===== src/rtl/uart_pkg.sv =====
// uart_pkg: shared UART types and constants for the receive front end, and
// later for the TX path.
package uart_pkg;

  // Data bits per frame; frames are LSB first on the wire.
  localparam int UART_DATA_BITS = 8;

  // 100 MHz system clock at 115200 baud.
  localparam int UART_CLKS_PER_BIT_DEFAULT = 868;

  // Receive FSM states. PARITY is only reachable when parity checking is built in.
  typedef enum logic [2:0] {
    IDLE      = 3'd0,
    START     = 3'd1,
    DATA      = 3'd2,
    PARITY    = 3'd3,
    STOP      = 3'd4,
    WAIT_IDLE = 3'd5
  } rx_state_t;

endpackage


===== src/rtl/sync_2ff.sv =====
// sync_2ff: two-flop synchroniser for asynchronous inputs. Its width and reset
// value are parameters so the TX path and the GPIO inputs can reuse it.
module sync_2ff #(
  parameter int                WIDTH     = 1,
  parameter logic [WIDTH-1:0]  RESET_VAL = '1
) (
  input  logic             clk,
  input  logic             rst,
  input  logic [WIDTH-1:0] d,
  output logic [WIDTH-1:0] q
);

  logic [WIDTH-1:0] meta;

  // Two back-to-back flops. meta may go metastable; q is the settled copy.
  always_ff @(posedge clk) begin
    if (rst) begin
      meta <= RESET_VAL;
      q    <= RESET_VAL;
    end else begin
      meta <= d;
      q    <= meta;
    end
  end

endmodule


===== src/rtl/uart_rx_frontend.sv =====
// uart_rx_frontend: UART receive front end. It synchronises the rx pin,
// validates the start bit, samples each bit at mid-bit and presents every byte
// on a one-entry valid/ready output register. Framing and overrun errors are
// reported as one-cycle pulses.
// Optional feature: define UART_RX_PARITY_EN to receive 8E1 frames and get a
// parity_err pulse. Without it the frame is 8N1 and parity_err is tied low.
module uart_rx_frontend
  import uart_pkg::*;
#(
  parameter int CLKS_PER_BIT = UART_CLKS_PER_BIT_DEFAULT,
  parameter int HALF_BIT     = CLKS_PER_BIT / 2
) (
  input  logic       clk,
  input  logic       rst,
  input  logic       rx,
  output logic [7:0] out_data,
  output logic       out_valid,
  input  logic       out_ready,
  output logic       frame_err,
  output logic       overrun,
  output logic       parity_err,
  output logic       busy
);

  localparam int                CNT_W    = $clog2(CLKS_PER_BIT);
  localparam logic [CNT_W-1:0]  CNT_LAST = CNT_W'(CLKS_PER_BIT - 1);
  localparam logic [CNT_W-1:0]  CNT_MID  = CNT_W'(HALF_BIT - 1);
  localparam int                IDX_W    = $clog2(UART_DATA_BITS);
  localparam logic [IDX_W-1:0]  IDX_LAST = IDX_W'(UART_DATA_BITS - 1);

  rx_state_t                 state;
  rx_state_t                 state_next;
  logic                      rx_s;
  logic [CNT_W-1:0]          cnt;
  logic [IDX_W-1:0]          bit_idx;
  logic [UART_DATA_BITS-1:0] shreg;
  logic                      bit_tick;
  logic                      shift_en;
  logic                      stop_ok;
  logic                      stop_bad;
  logic                      byte_done;
`ifdef UART_RX_PARITY_EN
  logic                      par_bit;
  logic                      par_sample;
`endif

  // The rx pin idles high, so the synchroniser resets to 1 to avoid a false start.
  sync_2ff #(
    .WIDTH     (1),
    .RESET_VAL (1'b1)
  ) u_rx_sync (
    .clk (clk),
    .rst (rst),
    .d   (rx),
    .q   (rx_s)
  );

  assign bit_tick = (cnt == CNT_LAST);
  assign busy     = (state != IDLE);

  // State register.
  always_ff @(posedge clk) begin
    if (rst) begin
      state <= IDLE;
    end else begin
      state <= state_next;
    end
  end

  // Next-state logic and the per-state sample strobes.
  always_comb begin
    state_next = state;
    shift_en   = 1'b0;
    stop_ok    = 1'b0;
    stop_bad   = 1'b0;
`ifdef UART_RX_PARITY_EN
    par_sample = 1'b0;
`endif
    case (state)
      IDLE: begin
        if (!rx_s) begin
          state_next = START;
        end
      end
      START: begin
        if (cnt == CNT_MID) begin
          state_next = rx_s ? IDLE : DATA;
        end
      end
      DATA: begin
        if (bit_tick) begin
          shift_en = 1'b1;
          if (bit_idx == IDX_LAST) begin
`ifdef UART_RX_PARITY_EN
            state_next = PARITY;
`else
            state_next = STOP;
`endif
          end
        end
      end
`ifdef UART_RX_PARITY_EN
      PARITY: begin
        if (bit_tick) begin
          par_sample = 1'b1;
          state_next = STOP;
        end
      end
`endif
      STOP: begin
        if (bit_tick) begin
          if (rx_s) begin
            stop_ok    = 1'b1;
            state_next = IDLE;
          end else begin
            stop_bad   = 1'b1;
            state_next = WAIT_IDLE;
          end
        end
      end
      WAIT_IDLE: begin
        if (rx_s) begin
          state_next = IDLE;
        end
      end
      default: begin
        state_next = IDLE;
      end
    endcase
  end

  // Bit-period counter: restarts on every state change and wraps once per bit.
  always_ff @(posedge clk) begin
    if (rst) begin
      cnt <= '0;
    end else if ((state_next != state) || (state == IDLE) || bit_tick) begin
      cnt <= '0;
    end else begin
      cnt <= cnt + CNT_W'(1);
    end
  end

  // Data shift register and bit index. Bits arrive LSB first, so shift right.
  always_ff @(posedge clk) begin
    if (rst) begin
      bit_idx <= '0;
      shreg   <= '0;
    end else begin
      if ((state != DATA) && (state_next == DATA)) begin
        bit_idx <= '0;
      end else if (shift_en) begin
        bit_idx <= bit_idx + IDX_W'(1);
      end
      if (shift_en) begin
        shreg <= {rx_s, shreg[UART_DATA_BITS-1:1]};
      end
    end
  end

`ifdef UART_RX_PARITY_EN
  // Received parity bit, held until the stop bit decides whether the byte completes.
  always_ff @(posedge clk) begin
    if (rst) begin
      par_bit <= 1'b0;
    end else if (par_sample) begin
      par_bit <= rx_s;
    end
  end

  // Even-parity check, reported in the completion cycle of a well-framed byte.
  always_ff @(posedge clk) begin
    if (rst) begin
      parity_err <= 1'b0;
    end else begin
      parity_err <= stop_ok && (^{shreg, par_bit});
    end
  end
`else
  assign parity_err = 1'b0;
`endif

  // Completion marker and framing-error pulse, one cycle after the stop sample.
  always_ff @(posedge clk) begin
    if (rst) begin
      byte_done <= 1'b0;
      frame_err <= 1'b0;
    end else begin
      byte_done <= stop_ok;
      frame_err <= stop_bad;
    end
  end

  // One-entry output register. A completing byte may replace a byte that is
  // being accepted in the same cycle; otherwise it is dropped and flagged.
  always_ff @(posedge clk) begin
    if (rst) begin
      out_data  <= '0;
      out_valid <= 1'b0;
      overrun   <= 1'b0;
    end else begin
      overrun <= 1'b0;
      if (byte_done) begin
        if (!out_valid || out_ready) begin
          out_data  <= shreg;
          out_valid <= 1'b1;
        end else begin
          overrun <= 1'b1;
        end
      end else if (out_valid && out_ready) begin
        out_valid <= 1'b0;
      end
    end
  end

endmodule


===== config.mk =====
export PLATFORM = sky130hd
export DESIGN_NAME = uart_rx_frontend
export DESIGN_NICKNAME = d
export VERILOG_FILES = /design/src/rtl/uart_pkg.sv /design/src/rtl/sync_2ff.sv /design/src/rtl/uart_rx_frontend.sv
export SDC_FILE = /design/constraint.sdc
export NUM_CORES = 1
export LEC_CHECK = 0
export CAP_MARGIN = 25
export CORE_ASPECT_RATIO = 1.25
export CORE_MARGIN = 1.5
export CORE_UTILIZATION = 55
export DETAILED_ROUTE_END_ITERATION = 8
export PLACE_DENSITY = 0.78
export SETUP_SLACK_MARGIN = 0.02
export SYNTH_ARGS = -nofsm -noshare
export SYNTH_HDL_FRONTEND = slang
export SYNTH_SLANG_ARGS = --single-unit

===== constraint.sdc =====
create_clock -name clk -period 1.6 [get_ports clk]
set_input_delay 0.32 -clock clk [delete_from_list [all_inputs] [get_ports clk]]
set_output_delay 0.32 -clock clk [all_outputs]
set_load 0.005 [all_outputs]

# [Yosys cells after proc, flatten, opt, wreduce, memory -nomap -nowiden]
# Index checks and enable logic that the tools add are counted.
[totals] register_bits=38 latchBits=0 mem_bits_rw=0 romBits=0 input_bits=4 output_inout_bits=13 wordCells=59 mem_count=0
[op_classes] add_sub_neg=2 n_mul=0 div=0 n_lt_le_gt_ge=0 n_eq_ne=11 shifts=0 n_mux=17 n_bitwise=3 reduce_logical=15
[ops] op="two-way mux 3 bit" count=7
[ops] op="one-hot mux 3 bit (5 select lines)" count=1
[ops] op="adder 10 x 1 -> 10 bit (second input constant)" count=1
[ops] op="== test 10 bit (second input constant)" count=1
[ops] op="== test 10 x 9 -> 1 bit (second input constant)" count=1
[ops] op="== test 3 bit (second input constant)" count=3
[ops] op="two-way mux 1 bit" count=8
[ops] op="== test 3 x 2 -> 1 bit (second input constant)" count=2
[ops] op="OR reduction 2 bit" count=3
[ops] op="AND reduction 2 bit" count=2
[ops] op="adder 3 x 1 -> 3 bit (second input constant)" count=1
[ops] op="== test 3 x 1 -> 1 bit (second input constant)" count=1
[ops] op="zero test 3 bit" count=1
[ops] op="logical OR 1 bit" count=3
[ops] op="inequality test 3 x 2 -> 1 bit (second input constant)" count=1
[ops] op="inequality test 3 bit" count=1
[ops] op="inverter 1 bit" count=3
[ops] op="nonzero test 3 bit" count=1
[ops] op="OR reduction 3 bit" count=1
[ops] op="logical AND 1 bit" count=2
[ops] op="two-way mux 2 bit" count=1
[ops] op="inequality test 2 x 1 -> 1 bit (second input constant)" count=1
[ops] op="nonzero test 2 bit" count=1
[ops] op="zero test 1 bit" count=1

# [Logic depth before layout (Yosys ltp)]
# Gate-level depths: netlist of the first run.
[depth] word_depth=8 ltp_mapped=6 depth_no_buf=6

# [By module]
# From an unflattened synthesis of the first run, not the netlist that was laid out.
[unflattened] cells_unflattened=171 hier_area_um2=1654.1
[by_module_without_submodules] mod="uart_rx_frontend" instances=1 cells_per_inst=167 area_per_inst_um2=1601.5 seq_area_each_um2=720.7
[by_module_without_submodules] mod="sync_2ff" instances=1 cells_per_inst=4 area_per_inst_um2=52.6 seq_area_each_um2=40.0

# [Least setup slack after synthesis of the first run]
# No wires, ideal clock.
[synth_timing] path_type="reg-to-reg" from="reg cnt[0]" to="reg shreg[3]" setup_ns=0.128 arrival_time_ns=1.316 t_required_ns=1.472 slack_ns=0.156 path_stages_with_launch=7 n_path_buf=1 period_less_slack_ns=1.444 path_cell_list="dfxtp_1 > ha_1 > and4bb_4 > nand4_2 > buf_6 > mux2i_1 > nor2_1"
[synth_between] elab_chain_cells=3
[synth_rtl] item="start: declaration" line_no="uart_rx_frontend.sv:34" source="logic [CNT_W-1:0] cnt;"
[synth_rtl] item="start signal: assignment" line_no="uart_rx_frontend.sv:139" source="cnt <= cnt + CNT_W'(1);"
[synth_rtl] item="== test 10 bit" line_no="uart_rx_frontend.sv:58" source="assign bit_tick = (cnt == CNT_LAST);"
[synth_rtl] item="two-way mux 1 bit" line_no="uart_rx_frontend.sv:91" source="if (bit_tick) begin"
[synth_rtl] item="two-way mux 1 bit" line_no="uart_rx_frontend.sv:79" source="case (state)"
[synth_rtl] item="end signal: assignment" line_no="uart_rx_frontend.sv:155" source="shreg <= {rx_s, shreg[UART_DATA_BITS-1:1]};"
[synth_rtl] item="end: declaration" line_no="uart_rx_frontend.sv:36" source="logic [UART_DATA_BITS-1:0] shreg;"
# No other way between the ends.
# A chain may end at the register's enable or synchronous reset.

# [Worst setup path after layout of the first run]
[layout_timing] from="reg state[2]" to="out busy"
[layout_between] elab_chain_cells=1
[layout_rtl] item="start: declaration" line_no="uart_rx_frontend.sv:31" source="rx_state_t state;"
[layout_rtl] item="start signal: assignment" line_no="uart_rx_frontend.sv:66" source="state <= state_next;"
[layout_rtl] item="nonzero test 3 bit" line_no="uart_rx_frontend.sv:59" source="assign busy = (state != IDLE);"
[layout_rtl] item="end: declaration" line_no="uart_rx_frontend.sv:22" source="output logic busy"
# No other way between the ends.

==> results_dict.tcl, run 1 <==
set metrics [dict create \
    setup.worst_path.start_class "flop" \
    power.ir.vdd_worst_mv 0.4950 \
    synth-simple-area-share 0.2536 \
    globalRouteOverflowTotal 0 \
    vias 1196 \
    antenna_cells_inserted 0 \
    antenna_found_initial 0 \
    synthesis.area_per_instance_sq_um 10.21 \
    pin_count_of_the_biggest_net_entering_global_routing 21 \
    async_reset_ff_frac 0 \
    finalCriticalPeriod_ns 1.538 \
    synth_seq_cells 38 \
    gp_congestion 0.8263 \
    timing.final.setup_violations 0 \
    clock_skew_ns 0.002815 \
    detailedRoute.firstPassIterationCount 4 \
    yosys_most_used_dff "sky130_fd_sc_hd__dfxtp_1" \
    critical_path_peak_fanout 2 \
    synth_cell_types 42 \
    grt_pass1_vias 1201 \
    rows 21 \
    die_w_microns 51.74 \
    clock_sink_count 38 \
    worstPathRequired_ns 1.28 \
    slack_of_the_worst_reg_to_reg_path_ns 0.09 \
    timing_max_transition_violations_final 0 \
    dp.final_hpwl_microns 2094 \
    postRouteAntennaNets 0 \
    finalNonFillerCells 215 \
    synth-seq-area-share 0.4659 \
    h-tree-depth 2 \
    synth.cell_area_sq_mm 0.001633 \
    end_kind "output port" \
    drt_wl_total_microns 2907 \
    num_io_pins 17 \
    worst-endpoint-arrival_ns 1.22 \
    cts_root_buffer "sky130_fd_sc_hd__clkbuf_4" \
    area.growth.synth_to_final_pct 17.93 \
    power.density_mw_per_mm2 755.1 \
    worst-setup-path-type "flop to output port" \
    number_of_drc_markers_after_the_initial_detailed_route_iteration 23 \
    vias_per_cell 5.563 \
    leakage_uw 0.0008301 \
    synthCells 160 \
    final_common_cell "sky130_fd_sc_hd__dfxtp_1" \
    initial_core_util 0.5918 \
    max-cap-violations 0 \
    gr-usage-all-layers 0.2009 \
    grt_pass1_wl_microns 4968 \
    number_of_enable_type_register_cells_in_the_synthesized_netlist 0 \
    yosys-mux-area-fraction 0.1195 \
    design_power_total_uw 1454 \
    cts_tree "done" \
    post_place_cells 207 \
    syn_nets 168 \
    layout-drive-gt1-share 0.2099 \
    synth-xor-area-share 0.04828 \
    clk_path_buf_depth 2 \
    design.die.area_sq_mm 0.003307 \
    worst_setup_hold_path_clk_slew_ns 0.10 \
    worstSkewPairLatency_ns 0.34 \
    io_buffers 15 \
    design.final.nets 189 \
    status "finished, final reports clean" \
    ys_warn_count 0 \
    cts_hold_buffers 0 \
    fraction_of_the_mapped_netlist_area_in_compound_gates 0.03985 \
    cts_inserted_buffers 5 \
    type_of_the_tightest_min_delay_check "flop to flop" \
    finalHoldViolCount 0 \
    critical_path.cell_chain "or3_4, buf_2" \
    floorplan.die.height_microns 63.92 \
    largest_family_of_logic_cells_by_synthesized_area "simple AND/OR/NAND/NOR gates" \
    post_drt_wl_per_cell_microns 13.52 \
    max_stage_delay_cell_worst_path "sky130_fd_sc_hd__or3_4" \
    maxClockFrequency_mhz 650.1 \
    final.period_utilization 0.9614 \
    slowest_delay_ns 0.40 \
    layout_common_cells "32 x sky130_fd_sc_hd__dfxtp_1, 22 x sky130_fd_sc_hd__nor2_1, 17 x sky130_fd_sc_hd__mux2i_1" \
    post-route-drc-count 0 \
    core_area_sq_mm 0.002759 \
    synthAdderAreaFrac 0.03065 \
]
## path summary, 6_finish.rpt
check / from / endpoint / depth (start not counted)
setup reg to reg: cnt[0]$_SDFF_PP0_ / shreg[5]$_SDFFE_PP0P_ / 6
hold reg to reg: u_rx_sync.meta$_SDFF_PP1_ / u_rx_sync.q$_SDFF_PP1_ / 1
setup / recovery: state[2]$_SDFF_PP0_ / busy / 2
hold / removal: u_rx_sync.meta$_SDFF_PP1_ / u_rx_sync.q$_SDFF_PP1_ / 1
## timing repair
item / in CTS / in global routing
pin swaps: 0 / 1
gates resized for setup: 11 / 8
buffers inserted: 1 / 0
setup endpoints to repair: 13 / 24
## Yosys cell counts, types with 2 or more instances
cell                       number  area (sq um)
sky130_fd_sc_hd__xnor2_1        5         43.79
sky130_fd_sc_hd__mux2i_1       18         180.2
sky130_fd_sc_hd__nand2b_1       2         12.51
sky130_fd_sc_hd__xor2_1         4         35.03
sky130_fd_sc_hd__o21ai_0        2         10.01
sky130_fd_sc_hd__dfxtp_1       38         760.7
sky130_fd_sc_hd__clkbuf_1       3         11.26
sky130_fd_sc_hd__ha_1           4         50.05
sky130_fd_sc_hd__nand3_1        2         10.01
sky130_fd_sc_hd__nand4_1        4         25.02
sky130_fd_sc_hd__nor4b_1        2         17.52
sky130_fd_sc_hd__nor4_1         2         12.51
sky130_fd_sc_hd__nor2_1        22         82.58
sky130_fd_sc_hd__buf_6          2         22.52
sky130_fd_sc_hd__nor2b_1        2         12.51
sky130_fd_sc_hd__nand2_1        4         15.01
sky130_fd_sc_hd__or3_1          2         12.51
sky130_fd_sc_hd__inv_1          5         18.77
sky130_fd_sc_hd__a21oi_1        3         15.01
sky130_fd_sc_hd__or2_2          2         12.51
sky130_fd_sc_hd__nor3_1        10         50.05
sky130_fd_sc_hd__nand4_2        2         25.02
## power by group
group	switching [uW]	internal, uW
clock	296	158
combinational	26.1	21.4
sequential	4.44	948
total	327	1130
## flip-flops by register name (all words and copies together), names as in the netlist
name            cells
cnt                10
out_data            8
shreg               8
bit_idx             3
state               3
byte_done           1
frame_err           1
out_valid           1
overrun             1
u_rx_sync.meta      1
u_rx_sync.q         1
## kinds of logic after synthesis
kind of cell	Yosys count
and+or+nand+nor	68
muxes	19
DFF	38
AOI/OAI and AO/OA	9
adders and majority gates	4
buffers and inverters	12
xor gates and xnor gates	9
other	1
## worst max-delay path, delay by kind of cell (launching register included)
kind / cells / cell delay, ns
buffers and inverters: 1 / 0.14
DFF: 1 / 0.33
and+or+nand+nor: 1 / 0.40
## area by class of cell
type,instances,area (sq um)
tap,34,42.54
timing repair buffer,21,210.2
clock buffer,5,37.54
clock inverter,2,10.01
sequential,38,773.2
fill,226,833.3
multi-input combinational,110,833.3
inverter,5,18.77
## through the flow
stage / hold WS, ns / setup WS (ns) / util / TNS [ns] / instance area (sq um)
after floorplan: 0.3895 / 0.1563 / - / 0 / 1633
after global placement: 0.4029 / 0.02823 / 0.6630 / 0 / 1829
after detailed placement: 0.3975 / -0.05612 / 0.6630 / -0.3543 / 1829
after CTS: 0.4234 / 0.03164 / 0.6884 / 0 / 1899
after global routing: 0.4458 / -0.02716 / 0.6980 / -0.1445 / 1926
final: 0.4206 / 0.06169 / 0.6980 / 0 / 1926
## metal layers
| metal | global-route usage | vias to the layer above | part of all wire |
|---|---|---|---|
| li1 | - | 598 | - |
| met1 | 0.2116 | 572 | 0.42 |
| met2 | 0.3510 | 18 | 0.53 |
| met3 | 0.04206 | 8 | 0.024 |
| met4 | 0.1283 | 0 | 0.027 |
| met5 | 0 | - | 0 |
(Power assumes the default switching activity.)
==> inputs of run 2 (changes only) <==
- MAX_ROUTING_LAYER: default -> met4
==> results_dict.tcl, run 2 (synthesis gave the netlist of run 1 again) <==
set metrics [dict create \
    max_stage_delay_cell_worst_path "sky130_fd_sc_hd__or3_4" \
    h-tree-depth 2 \
    power.density_mw_per_mm2 754.1 \
    clock_power_share 0.312 \
    clock_sink_count 38 \
    clk_path_buf_depth 2 \
    final_common_cell "sky130_fd_sc_hd__dfxtp_1" \
    number_of_drc_markers_after_the_initial_detailed_route_iteration 37 \
    vias_per_cell 5.544 \
    grt_pass1_vias 1200 \
    worstSkewPairLatency_ns 0.34 \
    detailedRoute.firstPassIterationCount 4 \
    design.final.nets 189 \
    max_flop_register "cnt" \
    floorplan.die.height_microns 63.92 \
    clock_skew_ns 0.004441 \
    core_area_sq_mm 0.002759 \
    layout-drive-gt1-share 0.2099 \
    drt_wl_total_microns 2908 \
    final.period_utilization 0.9619 \
    timing.final.setup_violations 0 \
    cp_num_buf_inv 1 \
    grt_pass1_wl_microns 4968 \
    worst-setup-path-type "flop to output port" \
    io_buffers 15 \
    critical_path_peak_fanout 2 \
    post-route-drc-count 0 \
    die_w_microns 51.74 \
    gr-usage-all-layers 0.2062 \
    area.growth.synth_to_final_pct 17.93 \
    status "finished, final reports clean" \
    layout.filler_cells 226 \
    antenna_cells_inserted 0 \
    rows 21 \
    vias 1192 \
    worst-endpoint-arrival_ns 1.22 \
    cts_root_buffer "sky130_fd_sc_hd__clkbuf_4" \
    leakage_uw 0.0008301 \
    cts_hold_buffers 0 \
    initial_core_util 0.5918 \
    finalHoldViolCount 0 \
    globalRouteOverflowTotal 0 \
    power.internal_uw 1127 \
    slowest_delay_ns 0.40 \
    num_io_pins 17 \
    power.ir.vdd_worst_mv 0.4900 \
    cts_inserted_buffers 5 \
    setup.worst_path.start_class "flop" \
    maxClockFrequency_mhz 649.8 \
    critical_path.cell_chain "or3_4, buf_2" \
    max-cap-violations 0 \
    cts_tree "done" \
    switching_share 0.2239 \
    type_of_the_tightest_min_delay_check "flop to flop" \
    postRouteAntennaNets 0 \
    layout_common_cells "32 x sky130_fd_sc_hd__dfxtp_1, 22 x sky130_fd_sc_hd__nor2_1, 17 x sky130_fd_sc_hd__mux2i_1" \
    net_switching_component_of_the_power_uw 325.1 \
    largest_register_ffs 10 \
    design.die.area_sq_mm 0.003307 \
    end_kind "output port" \
    antenna_found_initial 0 \
    hold_ws_ns 0.4206 \
    logic_gate_share_of_total_power 0.033 \
    finalCriticalPeriod_ns 1.539 \
    worstPathRequired_ns 1.28 \
    dp.final_hpwl_microns 2094 \
    pin_count_of_the_biggest_net_entering_global_routing 21 \
    post_drt_wl_per_cell_microns 13.53 \
    p_seq_frac 0.656 \
    gp_congestion 0.8389 \
    fin_tns_setup_ns 0 \
    worst_setup_hold_path_clk_slew_ns 0.10 \
    critPathTopFamily "simple AND/OR/NAND/NOR gates" \
    reg.largest.list "cnt (10), out_data (8), shreg (8)" \
    timing_max_transition_violations_final 0 \
]
run 2: cell counts in the layout (fill, tap and decap cells not counted):
Identical to the previous run, type by type.
run 2: path summary, 6_finish.rpt:
check                       startpoint                     end  slack, ns  cells after the start
max                state[2]$_SDFF_PP0_                    busy       0.06                      2
min reg2reg  u_rx_sync.meta$_SDFF_PP1_  u_rx_sync.q$_SDFF_PP1_       0.42                      1
min          u_rx_sync.meta$_SDFF_PP1_  u_rx_sync.q$_SDFF_PP1_       0.42                      1
max reg2reg          cnt[0]$_SDFF_PP0_   shreg[5]$_SDFFE_PP0P_       0.08                      6
run 2: cell type report:
type,instances,area (sq um),area share
multi-input combinational,110,833.3,0.4327
clock buffer,5,37.54,0.01949
tap,34,42.54,0.02209
sequential,38,773.2,0.4016
clock inverter,2,10.01,0.005198
timing repair buffer,21,210.2,0.1092
inverter,5,18.77,0.009747
run 2: routing by layer:
metal | global-route usage | wire length (microns)
met1 | 0.2116 | 1233
met2 | 0.3510 | 1521
met3 | 0.04206 | 70
met4 | 0.1283 | 82
met5 | - | 0
run 2: power by group through the flow:
| stage | registers, uW | logic (uW) | clock network (uW) |
|---|---|---|---|
| 3_5_place_dp | 978 | 40.1 | 0 |
| 3_3_place_gp | 978 | 39.2 | 0 |
| 5_1_grt | 953 | 51.8 | 507 |
| 4_1_cts | 954 | 45.1 | 471 |
| 2_1_floorplan | 974 | 29.5 | 0 |
| 6_report | 952 | 47.4 | 453 |
run 2: what timing repair did:
item | in CTS | in global routing
pin swaps | 0 | 1
setup endpoints to repair | 13 | 24
gates resized for setup | 11 | 8
setup buffers | 1 | 0
run 2: stage by stage:
step	std cells	area, sq um	setup WS, ns	total power [uW]	util
6_report	215	1926	0.06095	1452	0.6980
5_1_grt	215	1926	-0.02716	1512	0.6980
3_3_place_gp	207	1829	0.02823	1017	0.6630
4_1_cts	215	1899	0.03164	1470	0.6884
2_1_floorplan	160	1633	0.1563	1004	-
3_5_place_dp	207	1829	-0.05612	1018	0.6630
